File: config.mk
export PLATFORM = sky130hd
export DESIGN_NAME = alu_mem_sequencer
export DESIGN_NICKNAME = d
export VERILOG_FILES = /design/src/rtl/alu_seq_pkg.sv /design/src/rtl/alu_mem_sequencer.sv
export SDC_FILE = /design/constraint.sdc
export NUM_CORES = 1
export LEC_CHECK = 0
export BUFFER_PORTS_ARGS = -buffer_cell sky130_fd_sc_hd__buf_2
export CAP_MARGIN = 20
export CELL_PAD_IN_SITES_DETAIL_PLACEMENT = 0
export CELL_PAD_IN_SITES_GLOBAL_PLACEMENT = 2
export CORE_MARGIN = 4
export CORE_UTILIZATION = 27
export CTS_CLUSTER_DIAMETER = 120
export DETAILED_ROUTE_END_ITERATION = 16
export PLACE_DENSITY_LB_ADDON = 0.12
export SLEW_MARGIN = 20
export SYNTH_ARGS = -nofsm -noshare
export SYNTH_HDL_FRONTEND = slang
export SYNTH_SLANG_ARGS = --single-unit
File: constraint.sdc
create_clock -name clk -period 1.7 [get_ports clk]
set_input_delay 0.34 -clock clk [delete_from_list [all_inputs] [get_ports clk]]
set_output_delay 0.34 -clock clk [all_outputs]
set_load 0.005 [all_outputs]
File: src/rtl/alu_seq_pkg.sv
// alu_seq_pkg: shared opcodes, FSM encoding and default widths for the ALU/memory sequencer
package alu_seq_pkg;
   localparam int DEF_DATA_W = 8;
   localparam int DEF_ADDR_W = 4;
   localparam int DEF_MEM_W  = 16;
   localparam logic [2:0] OP_ADD = 3'b000;
   localparam logic [2:0] OP_SUB = 3'b001;
   localparam logic [2:0] OP_NOT = 3'b010;
   localparam logic [2:0] OP_AND = 3'b011;
   localparam logic [2:0] OP_OR  = 3'b100;
   localparam logic [2:0] OP_XOR = 3'b101;
   localparam logic [2:0] OP_SHL = 3'b110;
   localparam logic [2:0] OP_SHR = 3'b111;
   typedef enum logic [2:0] {S_IDLE, S_RD1, S_RD2, S_LAT, S_EXEC, S_WB} state_t;
endpackage

File: src/rtl/alu_mem_sequencer.sv
// alu_mem_sequencer: reads two operands from result memory, runs them through the ALU, writes the result back
module alu_mem_sequencer
   import alu_seq_pkg::*;
#(
   parameter int DATA_W = DEF_DATA_W,
   parameter int ADDR_W = DEF_ADDR_W,
   parameter int MEM_W  = DEF_MEM_W
) (
   input  logic              clk,
   input  logic              rst_n,
   input  logic              cmd_valid,
   output logic              cmd_ready,
   input  logic [2:0]        cmd_opcode,
   input  logic [ADDR_W-1:0] cmd_src1,
   input  logic [ADDR_W-1:0] cmd_src2,
   input  logic [ADDR_W-1:0] cmd_dst,
   output logic [ADDR_W-1:0] mem_addr,
   output logic              mem_we,
   output logic [MEM_W-1:0]  mem_wdata,
   input  logic [MEM_W-1:0]  mem_rdata,
   output logic [2:0]        alu_opcode,
   output logic [DATA_W-1:0] alu_op1,
   output logic [DATA_W-1:0] alu_op2,
   input  logic [DATA_W-1:0] alu_result,
   output logic              busy,
   output logic              done,
   output logic [DATA_W-1:0] done_result
);
   state_t state, state_nxt;
   logic [2:0] opc;
   logic [ADDR_W-1:0] src1, src2, dst;
   logic [DATA_W-1:0] op1, op2, res;
   logic accept;
   logic unused_rdata_hi;
   assign accept = cmd_valid && cmd_ready;
   assign unused_rdata_hi = ^mem_rdata[MEM_W-1:DATA_W];
   always_ff @(posedge clk)
      state <= !rst_n ? S_IDLE : state_nxt;
   always_comb begin
      state_nxt = state;
      case (state)
         S_IDLE:  state_nxt = accept ? S_RD1 : S_IDLE;
         S_RD1:   state_nxt = S_RD2;
         S_RD2:   state_nxt = S_LAT;
         S_LAT:   state_nxt = S_EXEC;
         S_EXEC:  state_nxt = S_WB;
         default: state_nxt = S_IDLE;
      endcase
   end
   // Registered read: data for the address driven in one state arrives in the next
   always_ff @(posedge clk) begin
      if (!rst_n) begin
         opc         <= '0;
         src1        <= '0;
         src2        <= '0;
         dst         <= '0;
         op1         <= '0;
         op2         <= '0;
         res         <= '0;
         done        <= 1'b0;
         done_result <= '0;
      end else begin
         if (accept) begin
            opc  <= cmd_opcode;
            src1 <= cmd_src1;
            src2 <= cmd_src2;
            dst  <= cmd_dst;
         end
         if (state == S_RD2) op1 <= mem_rdata[DATA_W-1:0];
         if (state == S_LAT) op2 <= mem_rdata[DATA_W-1:0];
         if (state == S_EXEC) res <= alu_result;
         if (state == S_WB) done_result <= res;
         done <= state == S_WB;
      end
   end
   always_comb begin
      cmd_ready  = state == S_IDLE;
      busy       = state != S_IDLE;
      mem_we     = state == S_WB;
      mem_addr   = state == S_RD1 ? src1 : state == S_RD2 ? src2 : state == S_WB ? dst : '0;
      mem_wdata  = state == S_WB ? {{(MEM_W-DATA_W){1'b0}}, res} : '0;
      alu_opcode = opc;
      alu_op1    = op1;
      alu_op2    = op2;
   end
endmodule

==> metrics.yaml, run 1 <==
run_status: "finished clean"
fin_crit_ps: 1655
final_cell_mix: "nand2_1 (78), buf_2 (76), mux2i_1 (50)"
clk_path_buf_depth: 2
clk_pin_slew_ps: 90
drt-total-wl_mm: 5.122
viasPerCell: 4.222
io_pins: 93
cp.required_ps: 1360
p_total_uw: 2342
first_global_vias: 1687
internal_power_uw: 1739
mostFrequentLayoutCell: "nand2_1"
drive_gt1_frac: 0.3502
ys_warn_count: 0
diodes: 0
irDropWorstVdd_mv: 0.2876
num_vias: 1769
die_h_um: 98.21
p_per_area_mw_per_mm2: 825.2
grt_max_degree: 37
setup_violations: 0
io_buffers: 76
syn_to_final_growth_pct: 29.16
cts_buffers: 5
syn_area_mm2: 0.002197
dp_hpwl_mm: 3.668
synth_area_per_cell_um2: 9.349
yosysSeqAreaShare: 0.4647
yosysTopAreaCell: "dfxtp_1"
place.gp.congestion: 0.6814
fmax_mhz: 604.2
seqPwrFrac: 0.556
start_util: 0.2814
place_inst: 405
start_kind: "flop"
slew_violations: 0
nFillCells: 817
arrival_ps: 1320
grt_usage: 0.1064
clock_sinks: 51
drt_iter0_markers: 32
finalHoldViolCount: 0
drt_first_pass_iters: 4
p_leak_uw: 0.001328
clockRootBuffer: "clkbuf_8"
drv_cap: 0
p_clk_frac: 0.283
grt_pass1_wl_mm: 8.355
die_x_um: 98.21
coreArea_mm2: 0.007807
p_sw_frac: 0.2574
syn_inst: 235
synth.top_cell.area_share: 0.4647
crit_type: "flop to primary output"
fin_crit_sh: 0.9736
ys_types: 22
antenna_found_initial: 0
stdcell_count: 419
final_nets: 358
wl_per_cell_um: 12.22
grt_setup_unrepaired: "true"
cts_tree: "built"
yosys-top-cells-area: "dfxtp_1 (46%), mux2i_1 (23%), nand2_1 (13%), buf_4 (3.8%), and2_1 (2.6%)"
hold_class: "input port to flop"
switchingPower_uw: 602.8
globalRoute.totalOverflow: 0
finClkSkew_ps: 6.870
cp-end-kind: "primary output"
fp.dieArea_mm2: 0.009644
critPathMaxFanout: 14
p_comb_frac: 0.161
core.rowCount: 32
fin_util: 0.3635
clkLatencyLatePin_ps: 300
ys_ff_latch: 51
antenna_left: 0
drc_errors: 0
htree_levels: 2
==> state kept, by name (all words and copies together) (netlist names) <==
signal,flops
done_result,8
alu_opcode,3
src2,4
src1,4
alu_op2,8
dst,4
state,3
res,8
done,1
alu_op1,8
==> routing by layer <==
metal	track usage	share of wire
met5	0	0
met4	0.04097	0.016
met3	0.03857	0.077
met2	0.1649	0.45
met1	0.1353	0.46
==> cell usage after synthesis <==
library cell and number:
dfxtp_1 51, and2_1 9, a2111oi_0 1, buf_6 2
conb_1 1, clkbuf_1 6, mux2i_1 51, and3b_2 1
nand2_1 78, nand2b_1 1, nor3b_1 2, o2bb2ai_1 4
nor4b_4 1, nand3b_1 1, xnor2_1 1, buf_2 6
nor3_1 3, buf_1 1, a21oi_1 1, or3b_2 1
buf_4 11, inv_1 2
==> kinds of logic (layout without fill, tap and decap cells) <==
family                 after synthesis  in the layout  synth area share
AND/OR/NAND/NOR                     97             97            0.1982
multiplexers                        51             51            0.2323
flip-flops                          51             51            0.4647
buffers and inverters               28            103           0.07688
AO/OA/AOI/OAI                        6              6           0.02221
other                                1              8          0.001707
XOR/XNOR                             1              1          0.003987
==> critical path: stages, from the launching register on <==
cell and delay (ps):
dfxtp_2 360, and3b_4 400, and2_1 160, buf_2 110
==> stage by stage <==
step / hold slack, ps / cell area (um2) / setup TNS (ps) / setup WS (ps)
final: 279.0 / 2838 / 0 / 44.82
after global routing: 262.1 / 2838 / -266.0 / -46.30
after CTS: 260.3 / 2805 / 0 / 14.32
after detailed placement: 446.5 / 2663 / 0 / 74.16
after global placement: 441.8 / 2663 / 0 / 94.00
after floorplan: 434.1 / 2223 / 0 / 145.4
==> power groups by stage <==
stage                     registers (uW)  logic (uW)  clock network, uW
after floorplan                     1310         250                  0
after global placement              1330         361                  0
after detailed placement            1320         365                  0
after CTS                           1300         376                718
after global routing                1310         419                763
final                               1300         376                664
==> final timing paths <==
path	start	to	slack (ps)	depth (start not counted)
worst max-delay path	state[1]	mem_wdata[0]	40	3
worst min register to register	done_result[1]	done_result[1]	460	2
worst min-delay path	cmd_src2[2]	src2[2]	280	3
worst max register to register	state[0]	alu_opcode[2]	350	4
==> timing repair <==
item	CTS	global route
buffers inserted	6	0
resized for setup	6	7
setup endpoints to repair	13	14
hold buffers	0	0
gates cloned	0	0
pin swaps	1	0
==> area by class of cell <==
type / count / area, um2 / area share
Clock inverter: 1 / 5.005 / 0.001764
Tap cell: 102 / 127.6 / 0.04497
Clock buffer: 7 / 76.32 / 0.02690
Multi-Input combinational cell: 163 / 1079 / 0.3801
Sequential cell: 51 / 1027 / 0.3620
Timing Repair Buffer: 93 / 515.5 / 0.1817
Inverter: 2 / 7.507 / 0.002646
No activity file was read; power rests on OpenSTA's default activity.
==> run 2: changes to the inputs <==
==> constraint.sdc (replaced) <==
create_clock -name clk -period 1.7 [get_ports clk]
set_input_delay 0.34 -clock clk [delete_from_list [all_inputs] [get_ports clk]]
set_output_delay 0.34 -clock clk [all_outputs]
set_load 0.1 [all_outputs]
==> metrics.yaml, run 2 (synthesized netlist as in run 1, its figures left out) <==
mostFrequentLayoutCell: "nand2_1"
die_h_um: 98.21  # unchanged
grt_max_degree: 32  # -14%
arrival_ps: 1490  # +170 ps
cts_tree: "built"
cts_buffers: 5  # unchanged
antenna_found_initial: 0  # unchanged
core.rowCount: 32  # unchanged
fmax_mhz: 546.3  # -9.6%
relSlewSlack: 0.6614
crit_end: "mem_addr[0]"
fin_crit_ps: 1830  # +175.2 ps
grt_pass1_wl_mm: 9.142  # +9.4%
critPathMaxFanout: 5  # -9
wl_per_cell_um: 13.00  # +6.3%
start_util: 0.2814  # unchanged
io_buffers: 76  # unchanged
coreArea_mm2: 0.007807  # unchanged
drt-total-wl_mm: 5.616  # +9.6%
io_pins: 93  # unchanged
setup_violations: 11  # +11
finClkSkew_ps: 4.533  # -2.337 ps
irDropWorstVdd_mv: 0.3025  # +5.2%
finalHoldViolCount: 0  # unchanged
clock_sinks: 51  # unchanged
final.setup.worst_slack_ps: -130.3  # -175.2 ps
grt_setup_unrepaired: "true"
drc_errors: 0  # unchanged
r2r-start: "state[0]"
run_status: "complete, but fails checks"
clockRootBuffer: "clkbuf_8"
place_inst: 411  # +1.5%
globalRoute.totalOverflow: 0  # unchanged
final_cell_mix: "nand2_1 (78), buf_2 (61), mux2i_1 (50)"
fp.dieArea_mm2: 0.009644  # unchanged
p_total_uw: 2971  # +27%
cp.required_ps: 1360  # about the same
clk_pin_slew_ps: 90  # about the same
num_vias: 1826  # +3.2%
setup.worst_path.start: "state[0]"
diodes: 0  # unchanged
slew_violations: 0  # unchanged
stdcell_count: 432  # +3.1%
final_nets: 371  # +3.6%
reg2reg_to: "dst[2]"
drt_first_pass_iters: 4  # unchanged
grt_usage: 0.1163  # +0.009891
dp_hpwl_mm: 3.834  # +4.5%
drt_iter0_markers: 30  # -6.3%
die_x_um: 98.21  # unchanged
fin_crit_sh: 1.077  # +0.1030
syn_to_final_growth_pct: 49.60
worst_pin_slew_ps: 511.5
start_kind: "flop"
drv_cap: 0  # unchanged
violations: "setup timing"
worst-r2r-cell-count: 6  # +2
clk_path_buf_depth: 2  # unchanged
place.gp.congestion: 0.6984  # +2.5%
antenna_left: 0  # unchanged
htree_levels: 2  # unchanged
cp-end-kind: "primary output"
hold_class: "input port to flop"
nFillCells: 822  # +0.61%
p_leak_uw: 0.001482  # +12%
clkLatencyLatePin_ps: 300  # about the same
p_per_area_mw_per_mm2: 903.9  # +9.5%
viasPerCell: 4.227  # +0.12%
drive_gt1_frac: 0.4152  # +0.06499
rrSetupSlack_ps: 190  # -160 ps
holdWs_ps: 270.9  # -8.109 ps
first_global_vias: 1823  # +8.1%
crit_type: "flop to primary output"
## run 2: worst max-delay path: stages (launching register included)
cell	delay [ps]
dfxtp_4	360
buf_6	120
nor3b_4	210
buf_6	180
o2bb2ai_4	130
buf_12	190
## run 2: worst min-delay path by stage
| stage | endpoint | slack, ps | cells after the start | start |
|---|---|---|---|---|
| CTS | src2[1] | 260 | 3 | cmd_src2[1] |
| global route | src2[1] | 260 | 3 | cmd_src2[1] |
| finish | src2[1] | 270 | 3 | cmd_src2[1] |
| floorplan | src1[0] | 430 | 2 | src1[0] |
| detailed placement | done_result[3] | 440 | 2 | done_result[3] |
| global placement | alu_opcode[1] | 440 | 2 | alu_opcode[1] |
## run 2: power by group
group | switching, uW | internal (uW) | total (uW)
logic | 612 | 288 | 901
clock network | 396 | 373 | 769
registers | 43.1 | 1260 | 1300
## run 2: area by class of cell
| class | count | area (um2) | share of cell area |
|---|---|---|---|
| multi-input combinational | 164 | 1175 | 0.3574 |
| timing repair buffer | 105 | 847.1 | 0.2577 |
| tap | 102 | 127.6 | 0.03883 |
| clock buffer | 8 | 100.1 | 0.03045 |
| sequential | 51 | 1030 | 0.3133 |
| inverter | 2 | 7.507 | 0.002284 |
## run 2: stage by stage
step / utilization / setup slack [ps] / area, um2 / TNS [ps]
2_1_floorplan: - / -615.4 / 2351 / -1088
3_3_place_gp: 0.3909 / 27.17 / 3052 / 0
3_5_place_dp: 0.3909 / 22.27 / 3052 / 0
4_1_cts: 0.4200 / -144.0 / 3279 / -1145
5_1_grt: 0.4210 / -205.7 / 3287 / -1672
6_report: 0.4210 / -130.3 / 3287 / -797.9
## run 2: metal layers
| layer | share of wire | global-route usage |
|---|---|---|
| met1 | 0.46 | 0.1510 |
| met2 | 0.47 | 0.1869 |
| met3 | 0.058 | 0.03714 |
| met4 | 0.012 | 0.03151 |
| met5 | 0 | 0 |
## run 2: repair_timing
item / in CTS / in global routing
endpoints found under the setup margin: 14 / 15
setup buffers: 11 / 1
hold endpoints to repair: 0 / 0
pin swaps: 4 / 2
resized for setup: 14 / 0
cloned: 1 / 0
hold buffers: 0 / 0
==> run 3: changes to the inputs <==
--- a/config.mk
+++ b/config.mk
@@ -10,7 +10,7 @@
 export CELL_PAD_IN_SITES_DETAIL_PLACEMENT = 0
 export CELL_PAD_IN_SITES_GLOBAL_PLACEMENT = 2
 export CORE_MARGIN = 4
-export CORE_UTILIZATION = 27
+export CORE_UTILIZATION = 29
 export CTS_CLUSTER_DIAMETER = 120
 export DETAILED_ROUTE_END_ITERATION = 16
 export PLACE_DENSITY_LB_ADDON = 0.12
==> constraint.sdc (replaced) <==
create_clock -name clk -period 2.4 [get_ports clk]
set_input_delay 0.48 -clock clk [delete_from_list [all_inputs] [get_ports clk]]
set_output_delay 0.48 -clock clk [all_outputs]
set_load 0.1 [all_outputs]
==> metrics.yaml, run 3 (synthesized netlist as in run 1, its figures left out) <==
worst_pin_slew_ps: 598.8  # +87.35 ps
hold_class: "input port to flop"
io_pins: 93  # unchanged
fmax_mhz: 455.8
coreArea_mm2: 0.007292  # -6.6%
cp-end-kind: "primary output"
diodes: 0  # unchanged
arrival_ps: 1710  # +220 ps
fin_crit_ps: 2194
cts_setup_buffers: 0  # -11
holdWs_ps: 412.6  # +141.6 ps
grt_setup_unrepaired: "false"
setup_violations: 0  # -11
viasPerCell: 4.164  # -1.5%
cts_tree: "built"
cp.required_ps: 1920  # +560 ps
run_status: "finished clean"
drt_iter0_markers: 33  # +10%
nFillCells: 777  # -5.5%
wl_per_cell_um: 11.92  # -8.3%
syn_to_final_growth_pct: 37.24
clock_sinks: 51  # unchanged
drive_gt1_frac: 0.3581  # -0.05709
clk_path_buf_depth: 2  # unchanged
gr-max-usage-layer: "met2"
start_util: 0.3013  # +0.01989
grt_usage: 0.1142  # -0.002159
grt_max_degree: 25  # -22%
drv_cap: 0  # unchanged
final_cell_mix: "nand2_1 (78), buf_2 (63), mux2i_1 (51), dfxtp_1 (51), buf_12 (13)"
drt_first_pass_iters: 3  # -1
dp_hpwl_mm: 3.614  # -5.7%
grt_pass1_wl_mm: 8.128  # -11%
met2_usage: 0.1791  # -0.007815
irDropWorstVdd_mv: 0.2399  # -21%
clkLatencyLatePin_ps: 300  # about the same
crit_type: "flop to primary output"
die_h_um: 95.04  # -3.2%
core.rowCount: 31  # -3.1%
antenna_found_initial: 0  # unchanged
clockRootBuffer: "clkbuf_8"
fp.dieArea_mm2: 0.009033  # -6.3%
cts_buffers: 5  # unchanged
mostFrequentLayoutCell: "nand2_1"
relSlewSlack: 0.5996  # -0.06178
critPathMaxFanout: 18  # +13
finClkSkew_ps: 6.887  # +2.354 ps
globalRoute.totalOverflow: 0  # unchanged
place.gp.congestion: 0.7035  # +0.73%
fin_crit_sh: 0.9142
start_kind: "flop"
p_leak_uw: 0.001357  # -8.5%
drc_errors: 0  # unchanged
slew_violations: 0  # unchanged
drt-total-wl_mm: 4.877  # -13%
post_cts_resized: 0  # -14
antenna_left: 0  # unchanged
clk_pin_slew_ps: 90  # about the same
met1_usage: 0.1479  # -0.003166
final_nets: 352  # -5.1%
io_buffers: 76  # unchanged
cts_hold_buffers: 0  # unchanged
first_global_vias: 1730  # -5.1%
grt.met3_usage: 0.03394  # -0.003204
finalHoldViolCount: 0  # unchanged
p_per_area_mw_per_mm2: 680.2  # -25%
htree_levels: 2  # unchanged
fin_util: 0.4135  # -0.007473
num_vias: 1703  # -6.7%
setup-tns-final_ps: 0  # +797.9 ps
die_x_um: 95.04  # -3.2%
[run 3: final timing paths]
kind	startpoint	to	slack, ps	cells past startpoint
worst min-delay path	cmd_src1[0]	src1[0]	410	3
worst max register to register	state[0]	alu_op2[6]	840	3
worst max-delay path	state[0]	mem_wdata[6]	210	3
worst min register to register	alu_op1[0]	alu_op1[0]	460	2
[run 3: where the power goes]
group	internal, uW	leakage [uW]	switching, uW	total [uW]
Sequential	891	0.000414	31.3	922
Clock	306	0.0000513	279	585
Combinational	142	0.000891	402	543
Total	1340	0.00136	712	2050
[run 3: metrics by stage]
stage / std cells / worst slack, ps / area [um2] / total power, uW
2_1_floorplan: 242 / -55.37 / 2280 / 1393
3_3_place_gp: 402 / 408.3 / 2910 / 1490
3_5_place_dp: 402 / 400.8 / 2910 / 1491
4_1_cts: 409 / 61.00 / 3013 / 2083
5_1_grt: 409 / 107.7 / 3015 / 2142
6_report: 409 / 205.9 / 3015 / 2051
[run 3: cell type report]
| type | instances | area [um2] | share of cell area |
|---|---|---|---|
| clock buffers | 6 | 72.57 | 0.02407 |
| repair buffers | 87 | 658.1 | 0.2183 |
| inverters | 2 | 7.507 | 0.002490 |
| clock inverters | 1 | 30.03 | 0.009959 |
| flip-flops and latches | 51 | 1021 | 0.3386 |
| well taps | 99 | 123.9 | 0.04108 |
| multi-input cells | 163 | 1102 | 0.3656 |
[run 3: routing by layer]
metal,vias up,part of all wire
met5,-,0
met2,49,0.44
met4,0,0.015
met3,6,0.063
li1,897,-
met1,751,0.48
[run 3: critical path, stage by stage, from the launching register on]
cell and delay, ps:
dfxtp_1 550, and3b_4 470, and2_4 210, buf_12 160
